`config.mk`:
```
export PLATFORM = sky130hd
export DESIGN_NAME = sram_controller
export DESIGN_NICKNAME = d
export VERILOG_FILES = /design/src/rtl/sram_controller.sv
export SDC_FILE = /design/constraint.sdc
export NUM_CORES = 1
export LEC_CHECK = 0
export CORE_UTILIZATION = 45
export CTS_CLUSTER_SIZE = 25
export DETAILED_ROUTE_END_ITERATION = 8
export PLACE_DENSITY = 0.8
export SYNTH_ARGS = -nofsm -noshare
export SYNTH_HDL_FRONTEND = slang
export SYNTH_SLANG_ARGS = --single-unit
```
`constraint.sdc`:
```
create_clock -name clk -period 4.9 [get_ports clk]
set_clock_uncertainty 0.2 [all_clocks]
set_input_delay 0.735 -clock clk [delete_from_list [all_inputs] [get_ports clk]]
set_output_delay 0.735 -clock clk [all_outputs]
set_load 0.01 [all_outputs]
```
`src/rtl/sram_controller.sv`:
```
// sram_controller: 32-bit MEM-stage load/store port onto a 16-bit SRAM, two half-word accesses per request.
// Optional SRAM_RANGE_CHECK_EN flags addresses outside the 512 KiB data window instead of wrapping.
module sram_controller #(
  parameter int ACCESS_CYCLES = 3
) (
  input  logic        clk,
  input  logic        rst,
  input  logic        wr_en,
  input  logic        rd_en,
  input  logic [31:0] address,
  input  logic [31:0] writeData,
  output logic [31:0] readData,
  output logic        ready,
  output logic        err,
  output logic [17:0] sram_addr,
  output logic        sram_we_n,
  output logic [15:0] sram_dq_out,
  output logic        sram_dq_oe,
  input  logic [15:0] sram_dq_in
);

  typedef enum logic [1:0] {
    S_IDLE,
    S_LOW,
    S_HIGH,
    S_DONE
  } state_t;

  localparam logic [3:0]  LAST = 4'(ACCESS_CYCLES - 1);
  localparam logic [31:0] BASE = 32'd1024;

  state_t      r_state;
  state_t      w_next;
  logic [3:0]  r_cnt;
  logic        r_wr;
  logic [16:0] r_word;
  logic [31:0] r_wdata;
  logic [31:0] r_rdata;
  logic [31:0] w_off;
  logic        w_req;
  logic        w_last;
  logic        w_oor;
  logic        w_accept;
  logic        w_unused;

  assign w_req    = wr_en | rd_en;
  assign w_off    = address - BASE;
  assign w_last   = (r_cnt == LAST);
  assign w_accept = (r_state == S_IDLE) && w_req;
  assign w_unused = ^{w_off[31:19], w_off[1:0]};
  assign readData = r_rdata;

`ifdef SRAM_RANGE_CHECK_EN
  logic r_err;

  assign w_oor = (address < BASE) ||
                 (address >= BASE + 32'h0008_0000);
  assign err   = (r_state == S_DONE) && r_err;

  always_ff @(posedge clk or negedge rst) begin
    if (!rst) begin
      r_err <= 1'b0;
    end else if (w_accept) begin
      r_err <= w_oor;
    end
  end
`else
  assign w_oor = 1'b0;
  assign err   = 1'b0;
`endif

  always_ff @(posedge clk or negedge rst) begin
    if (!rst) begin
      r_state <= S_IDLE;
    end else begin
      r_state <= w_next;
    end
  end

  always_comb begin
    w_next = r_state;
    case (r_state)
      S_IDLE: begin
        if (w_req) begin
          w_next = w_oor ? S_DONE : S_LOW;
        end
      end
      S_LOW: begin
        if (w_last) begin
          w_next = S_HIGH;
        end
      end
      S_HIGH: begin
        if (w_last) begin
          w_next = S_DONE;
        end
      end
      S_DONE:  w_next = S_IDLE;
      default: w_next = S_IDLE;
    endcase
  end

  // counter restarts on every state entry and idles at zero
  always_ff @(posedge clk or negedge rst) begin
    if (!rst) begin
      r_cnt <= '0;
    end else if ((w_next != r_state) ||
                 (r_state == S_IDLE) ||
                 (r_state == S_DONE)) begin
      r_cnt <= '0;
    end else begin
      r_cnt <= r_cnt + 4'd1;
    end
  end

  always_ff @(posedge clk or negedge rst) begin
    if (!rst) begin
      r_wr    <= 1'b0;
      r_word  <= '0;
      r_wdata <= '0;
    end else if (w_accept) begin
      r_wr    <= wr_en;
      r_word  <= w_off[18:2];
      r_wdata <= writeData;
    end
  end

  always_ff @(posedge clk or negedge rst) begin
    if (!rst) begin
      r_rdata <= '0;
    end else if (!r_wr && w_last) begin
      if (r_state == S_LOW) begin
        r_rdata[15:0] <= sram_dq_in;
      end
      if (r_state == S_HIGH) begin
        r_rdata[31:16] <= sram_dq_in;
      end
    end
  end

  always_comb begin
    ready       = 1'b0;
    sram_addr   = '0;
    sram_we_n   = 1'b1;
    sram_dq_out = '0;
    sram_dq_oe  = 1'b0;
    case (r_state)
      S_IDLE: ready = !w_req;
      S_LOW: begin
        sram_addr  = {r_word, 1'b0};
        sram_we_n  = !r_wr;
        sram_dq_oe = r_wr;
        if (r_wr) begin
          sram_dq_out = r_wdata[15:0];
        end
      end
      S_HIGH: begin
        sram_addr  = {r_word, 1'b1};
        sram_we_n  = !r_wr;
        sram_dq_oe = r_wr;
        if (r_wr) begin
          sram_dq_out = r_wdata[31:16];
        end
      end
      S_DONE:  ready = 1'b1;
      default: ready = 1'b0;
    endcase
  end

endmodule

```
[Yosys cells after proc, flatten, opt, wreduce, memory -nomap -nowiden]
Index checks and enable logic that the tools add are counted.
Word-level totals
  output and inout bits: 70
  input port bits: 84
  bits in registers: 88
  logic and storage cells: 37
Operators by class
  reduce and logical (&&, ||, !) cells: 10
  bitwise operators: 1
  muxes and demuxes: 12
  equality and inequality tests: 5
  add/subtract/negate cells: 2
Operators by type and width (count)
  18-bit one-hot mux with 2 select lines: 1
  16-bit 2-to-1 mux: 2
  16-bit one-hot mux with 2 select lines: 1
  19-bit by 11-bit subtractor with 19-bit output, second input constant: 1
  2-bit one-hot mux with 4 select lines: 1
  2-bit 2-to-1 mux: 3
  4-bit by 1-bit adder with 4-bit output, second input constant: 1
  2-bit == test, second input constant: 2
  4-bit by 2-bit == test with 1-bit output, second input constant: 1
  4-bit 2-to-1 mux: 1
  2-bit AND reduction: 2
  2-bit by 1-bit == test with 1-bit output, second input constant: 1
  1-bit logical AND: 2
  1-bit logical NOT: 2
  2-bit logical NOT: 1
  1-bit logical OR: 2
  1-bit 2-to-1 mux: 2
  2-bit != test: 1
  1-bit one-hot mux with 2 select lines: 1
  2-bit OR reduction: 1
  1-bit bitwise OR: 1

[Logic depth before layout (Yosys ltp)]
Gate-level depths: netlist of the first run.
  depth in word-level cells: 7
  depth in mapped cells: 8
  gate-level depth less buffers: 6

[Worst setup path after synthesis of the first run]
OpenSTA, ideal clock, no wires.
  path kind: reg-to-output
  start: reg r_state[0]
  end: out sram_dq_out[0]
  data required time: 3.965 ns
  arrival time: 1.617 ns
  path buffers: 2
  cell stages (with the launch flop): 7
  setup slack: 2.348 ns
  path through: dfrtp_1 inv_1 ha_1 clkbuf_1 clkbuf_1 a22oi_1 nor2_1
Between the ends
  longest elaborated chain between the ends: 2
  elaborated cells between the ends (all ways): 3
  classes of those cells: eq/ne: 2; mux: 1
RTL lines
  start: declaration: line 32  | state_t r_state;
  start signal: assignment: line 76  | r_state <= w_next;
  2-bit == test or 2-bit by 1-bit == test with 1-bit output (tied branches): line 147  | case (r_state)
  16-bit one-hot mux with 2 select lines (*): line 147
  end: declaration: line 17  | output logic [15:0] sram_dq_out,
Mark *: on every way between the ends. The rest lies on a longest branch, timed or not.

[Worst setup path in the final report of the first run]
  start: reg r_state[0]
  end: out sram_addr[3]
Between the ends
  longest elaborated chain between the ends: 2
  elaborated cells between the ends (all ways): 3
  classes of those cells: eq/ne: 2; mux: 1
RTL lines
  2-bit == test or 2-bit by 1-bit == test with 1-bit output (tied branches): line 147
  18-bit one-hot mux with 2 select lines (*): line 147
  end: declaration: line 15  | output logic [17:0] sram_addr,
Marked as above.

==> impl_metrics.json, run 1 <==
{
  "crit_path_max_fanout": 22,
  "cts_max_level": 3,
  "seqPwrFrac_pct": 37.4,
  "grt_pass1_vias": 2931,
  "hpwl_mm": 6.28,
  "clock_latency_ps": 330,
  "worstMarginPinSlew_ps": 1100,
  "yosys.area.top_type_share_pct": 55.1,
  "max_freq_mhz": 253,
  "firstDrtPassIters": 4,
  "rsz0062_at_grt": "no",
  "nets": 536,
  "wl_mm": 8.78,
  "maxCapViolCount": 0,
  "antenna_found_initial": 0,
  "row_count": 34,
  "total_leakage_power_uw": 0.00243,
  "holdBufCountCts": 0,
  "antenna_left": 0,
  "vias_per_cell": 5.11,
  "cts_resized": 0,
  "fin_crit_sh_pct": 80.8,
  "p_total_uw": 3300,
  "cp.required_ps": 3960,
  "internal-power_uw": 2170,
  "status": "complete, no violations",
  "finalHoldViolCount": 0,
  "drive_gt1_share_pct": 22.3,
  "synth_seq_area_share_pct": 55.1,
  "slew_viol_final": 0,
  "syn-num-nets": 400,
  "setup_tns_ps": 0,
  "grt-ovfl-total": 0,
  "start_kind": "register",
  "syn_inst": 308,
  "grt_usage_pct": 19.8,
  "die_y_um": 96.3,
  "cp-end-kind": "output pin",
  "grt_max_degree": 89,
  "multi_input_area_sq_um": 1700,
  "path_clk_slew_ps": 90,
  "ir_worst_vdd_mv": 0.324,
  "worstPathArrival_ps": 3020,
  "max-clock-path-buffers": 2,
  "core_region_area_sq_um": 8680,
  "yosys.cell_types.count": 33,
  "wl_per_cell_um": 15.8,
  "cts_setup_buffers": 0,
  "swShare_pct": 34.1,
  "dieArea_sq_um": 9270,
  "synth_area_sq_um": 4000,
  "pwr-share-comb_pct": 48.8,
  "synth_largest_area_cell": "dfrtp_1",
  "portBuffers": 137,
  "numCtsBuffers": 9,
  "ys_warn_count": 0,
  "relSlewSlack_pct": 26.8,
  "min_period_ps": 3960,
  "die_w_um": 96.3,
  "pwr-share-clk_pct": 13.8,
  "whs_ps": 279,
  "n_fill_cell": 692,
  "grt_pass1_wl_mm": 13.9,
  "synth.avg_cell_area_sq_um": 13.0,
  "vias": 2848,
  "drc": 0,
  "initial_core_util_pct": 46.1,
  "synth_seq_cells": 88,
  "switching_power_uw": 1120,
  "clkSinkCount": 88,
  "finalSetupViolCount": 0,
  "clock-root-buffer": "clkbuf_8",
  "syn2layout_area_growth_pct": 41.0,
  "crit_type": "register to output pin",
  "first_iter_violations": 115,
  "ios": 154,
  "netlist_top_cells_area": "dfrtp_1, mux2_2, mux2_4, a22oi_1, and2_1",
  "gp_congestion": 0.736,
  "seq_area_sq_um": 2200,
  "cts_tree": "done",
  "p_per_area_nw_per_um2": 585,
  "antennaDiodeCount": 0,
  "hold_path.class": "register to register"
}
## logic make-up after synthesis
logic type      share of synthesized area, %
flops                                   55.1
simple gates                            9.79
mux                                     22.2
compound gates                          5.91
buf+inv                                 2.72
fa+ha+maj                               2.50
xor+xnor                                1.75
other cells                           0.0938
## flip-flops by register name, summed over array words and instances, names as in the netlist
name and cells:
r_word 17, r_state 2, r_wdata 32, r_cnt 4, r_wr 1, readData 32
## critical path, stage by stage (launching register included)
cell and delay [ps]:
dfrtp_1 440, inv_1 160, ha_1 160, buf_4 280, nor2_1 120, nor2b_1 710, and2_1 240, clkdlybuf4s50_1 560
## metrics by stage
stage / instance area [sq um] / setup slack, ps / std cells / util (%)
2_1_floorplan: 4000 / 2350 / 308 / -
3_3_place_gp: 5460 / 1310 / 541 / 62.9
3_5_place_dp: 5460 / 1290 / 541 / 62.9
4_1_cts: 5640 / 887 / 557 / 65.0
5_1_grt: 5640 / 672 / 557 / 65.0
6_report: 5640 / 940 / 557 / 65.0
## placed cells by master (no fill, tap or decap), drive strengths merged, types with 4 or more instances in the layout
cell	netlist	routed
a22oi	16	16
mux2	72	72
o21ai	9	9
and2	17	17
nor2	24	24
dfrtp	88	88
clkdlybuf4s50	0	136
xnor2	5	5
nand2	17	17
ha	8	8
nor3	5	5
buf	9	5
clkbuf	7	9
inv	6	8
nand3	4	4
## power by group through the flow
| stage | Combinational, uW | Sequential (uW) | Clock (uW) |
|---|---|---|---|
| 2_1_floorplan | 884 | 1250 | 0 |
| 3_3_place_gp | 1590 | 1230 | 0 |
| 3_5_place_dp | 1620 | 1250 | 0 |
| 4_1_cts | 1630 | 1240 | 471 |
| 5_1_grt | 1750 | 1280 | 509 |
| 6_report | 1610 | 1230 | 455 |
## path summary, 6_finish.rpt
| check | start | end | slack, ps | cells past startpoint |
|---|---|---|---|---|
| min reg2reg | r_word[12] | r_word[12] | 280 | 2 |
| max in group asynchronous | rst | readData[28] | 3410 | 1 |
| max reg2reg | r_state[1] | r_cnt[1] | 2600 | 6 |
| min in group asynchronous | rst | readData[0] | 380 | 1 |
| max | r_state[0] | sram_addr[3] | 940 | 7 |
| min | r_word[12] | r_word[12] | 280 | 2 |
## routing by layer
| metal | share of wire (%) | global-route usage, % | up-vias |
|---|---|---|---|
| li1 | - | - | 1344 |
| met1 | 41 | 23.5 | 1403 |
| met2 | 50 | 33.7 | 96 |
| met3 | 8.9 | 7.27 | 5 |
| met4 | 0.63 | 5.10 | 0 |
| met5 | 0 | 0 | - |
## cell type report
| type | count | area share, % |
|---|---|---|
| clock buffer | 9 | 2.20 |
| inverter | 6 | 0.400 |
| clock inverter | 7 | 0.977 |
| multi-input combinational | 198 | 30.1 |
| sequential | 88 | 39.1 |
| tap | 108 | 2.40 |
| timing repair buffer | 141 | 24.8 |
## synthesized netlist by cell type
cell      count
dfrtp_1      88
mux2_2       52
nor2_1       23
mux2_4       20
and2_1       17
a22oi_1      16
nand2_1      15
ha_1          8
clkbuf_1      7
o21ai_0       7
buf_2         6
inv_1         6
nor3_1        5
xnor2_1       5
nand3_1       4
nor3b_1       3
xor2_1        3
a211oi_1      2
a21o_1        2
a21oi_1       2
buf_6         2
nand2_4       2
o21ai_1       2
o31ai_1       2
a22o_1        1
buf_4         1
conb_1        1
nor2_4        1
nor2b_1       1
nor4_2        1
o21bai_1      1
or3b_4        1
or4_4         1
(Power assumes the default switching activity.)
==> run 2: changes to the inputs <==
--- a/config.mk
+++ b/config.mk
@@ -5,10 +5,10 @@
 export SDC_FILE = /design/constraint.sdc
 export NUM_CORES = 1
 export LEC_CHECK = 0
-export CORE_UTILIZATION = 45
+export CORE_UTILIZATION = 40
 export CTS_CLUSTER_SIZE = 25
 export DETAILED_ROUTE_END_ITERATION = 8
-export PLACE_DENSITY = 0.8
+export PLACE_DENSITY = 0.75
 export SYNTH_ARGS = -nofsm -noshare
 export SYNTH_HDL_FRONTEND = slang
 export SYNTH_SLANG_ARGS = --single-unit
==> constraint.sdc (replaced) <==
create_clock -name clk -period 3.55 [get_ports clk]
set_clock_uncertainty 0.2 [all_clocks]
set_input_delay 0.5325 -clock clk [delete_from_list [all_inputs] [get_ports clk]]
set_output_delay 0.5325 -clock clk [all_outputs]
set_load 0.01 [all_outputs]
==> impl_metrics.json, run 2 (synthesized netlist as in run 1, its figures left out) <==
{
  "swShare_pct": 33.7,
  "antenna_found_initial": 0,
  "grt_pass1_wl_mm": 14.4,
  "cts_max_level": 3,
  "max_freq_mhz": 306,
  "hold_path.class": "register to register",
  "ir_worst_vdd_mv": 0.391,
  "vias_per_cell": 4.84,
  "p_per_area_nw_per_um2": 818,
  "die_y_um": 102,
  "seqPwrFrac_pct": 36.1,
  "core_region_area_sq_um": 9730,
  "internal-power_uw": 3120,
  "crit_type": "register to output pin",
  "numCtsBuffers": 9,
  "ios": 154,
  "finalHoldViolCount": 0,
  "switching_power_uw": 1590,
  "pwr-share-clk_pct": 15.5,
  "grt_usage_pct": 18.1,
  "die_w_um": 102,
  "row_count": 36,
  "grt_pass1_vias": 2916,
  "clock-root-buffer": "clkbuf_8",
  "cts_tree": "done",
  "clkSinkCount": 88,
  "status": "complete, no violations",
  "cts_setup_buffers": 0,
  "cp-end-kind": "output pin",
  "initial_core_util_pct": 41.1,
  "relSlewSlack_pct": 52.1,
  "rsz0062_at_grt": "no",
  "reg2reg_depth": 6,
  "grt-ovfl-total": 0,
  "cp.required_ps": 2820,
  "wl_per_cell_um": 15.8,
  "grt_max_degree": 39,
  "nets": 542,
  "antenna_left": 0,
  "setup_tns_ps": 0,
  "dpl_cell_area_sq_um": 5540,
  "maxCapViolCount": 0,
  "slew_viol_final": 0,
  "stdcell_area_sq_um": 5760,
  "mostFrequentLayoutCell": "clkdlybuf4s50_1",
  "worstMarginPinSlew_ps": 717,
  "wl_mm": 9.30,
  "path_clk_slew_ps": 90,
  "drc": 0,
  "first_iter_violations": 71,
  "min_delay_path_depth": 2,
  "syn2layout_area_growth_pct": 44.0,
  "crit_path_max_fanout": 18,
  "min_period_ps": 3270,
  "max-clock-path-buffers": 2,
  "utilization_pct": 59.2,
  "worstPathArrival_ps": 2540,
  "gp_congestion": 0.804,
  "portBuffers": 137,
  "dieArea_sq_um": 10400,
  "holdBufCountCts": 1,
  "fin_crit_sh_pct": 92.2,
  "start_kind": "register",
  "finalSetupViolCount": 0,
  "cts_resized": 0,
  "n_fill_cell": 826,
  "layout_common_cells": "clkdlybuf4s50_1, dfrtp_1, mux2_2, nor2_1, mux2_4",
  "vias": 2846,
  "clock_latency_ps": 350,
  "pwr-share-comb_pct": 48.3,
  "firstDrtPassIters": 4,
  "total_leakage_power_uw": 0.00248,
  "drive_gt1_share_pct": 23.1,
  "hpwl_mm": 6.97,
  "antennaDiodeCount": 0
}
run 2: metal layers:
| metal | up-vias | track usage [%] | part of all wire, % |
|---|---|---|---|
| li1 | 1347 | - | - |
| met5 | - | 0 | 0 |
| met1 | 1396 | 22.3 | 42 |
| met2 | 89 | 30.7 | 50 |
| met4 | 0 | 7.25 | 1.8 |
| met3 | 14 | 4.17 | 5.6 |
run 2: area by class of cell:
cell class / count / area (sq um) / share of cell area (%)
Timing Repair Buffer: 147 / 1460 / 25.3
Sequential cell: 88 / 2200 / 38.2
Inverter: 6 / 22.5 / 0.391
Clock inverter: 7 / 86.3 / 1.50
Multi-Input combinational cell: 198 / 1700 / 29.5
Tap cell: 133 / 166 / 2.89
Clock buffer: 9 / 124 / 2.15
run 2: worst max-delay path, stage by stage (launching register included):
cell	delay [ps]
dfrtp_1	470
inv_1	130
ha_1	320
nand2_1	430
nor2_1	270
clkdlybuf4s50_1	560
run 2: power by group through the flow:
| stage | Combinational, uW | Clock [uW] | Sequential, uW |
|---|---|---|---|
| 2_1_floorplan | 1220 | 0 | 1730 |
| 3_3_place_gp | 2250 | 0 | 1690 |
| 3_5_place_dp | 2300 | 0 | 1730 |
| 4_1_cts | 2310 | 754 | 1710 |
| 5_1_grt | 2470 | 801 | 1760 |
| 6_report | 2280 | 732 | 1700 |
run 2: final timing paths:
check	startpoint	endpoint	slack (ps)
max	r_state[1]	sram_dq_out[3]	280
max reg2reg	r_state[1]	r_cnt[2]	1290
max in group asynchronous	rst	r_wdata[21]	1900
min in group asynchronous	rst	readData[10]	460
min	r_word[10]	r_word[10]	280
min reg2reg	r_word[10]	r_word[10]	280
run 2: through the flow:
stage / std cells / total power (uW) / setup slack, ps / hold WS [ps]
6_report: 588 / 4710 / 277 / 278
5_1_grt: 588 / 5030 / 81.1 / 312
3_3_place_gp: 571 / 3940 / 641 / 253
3_5_place_dp: 571 / 4030 / 635 / 261
4_1_cts: 588 / 4780 / 236 / 283
2_1_floorplan: 308 / 2950 / 1200 / 36.9
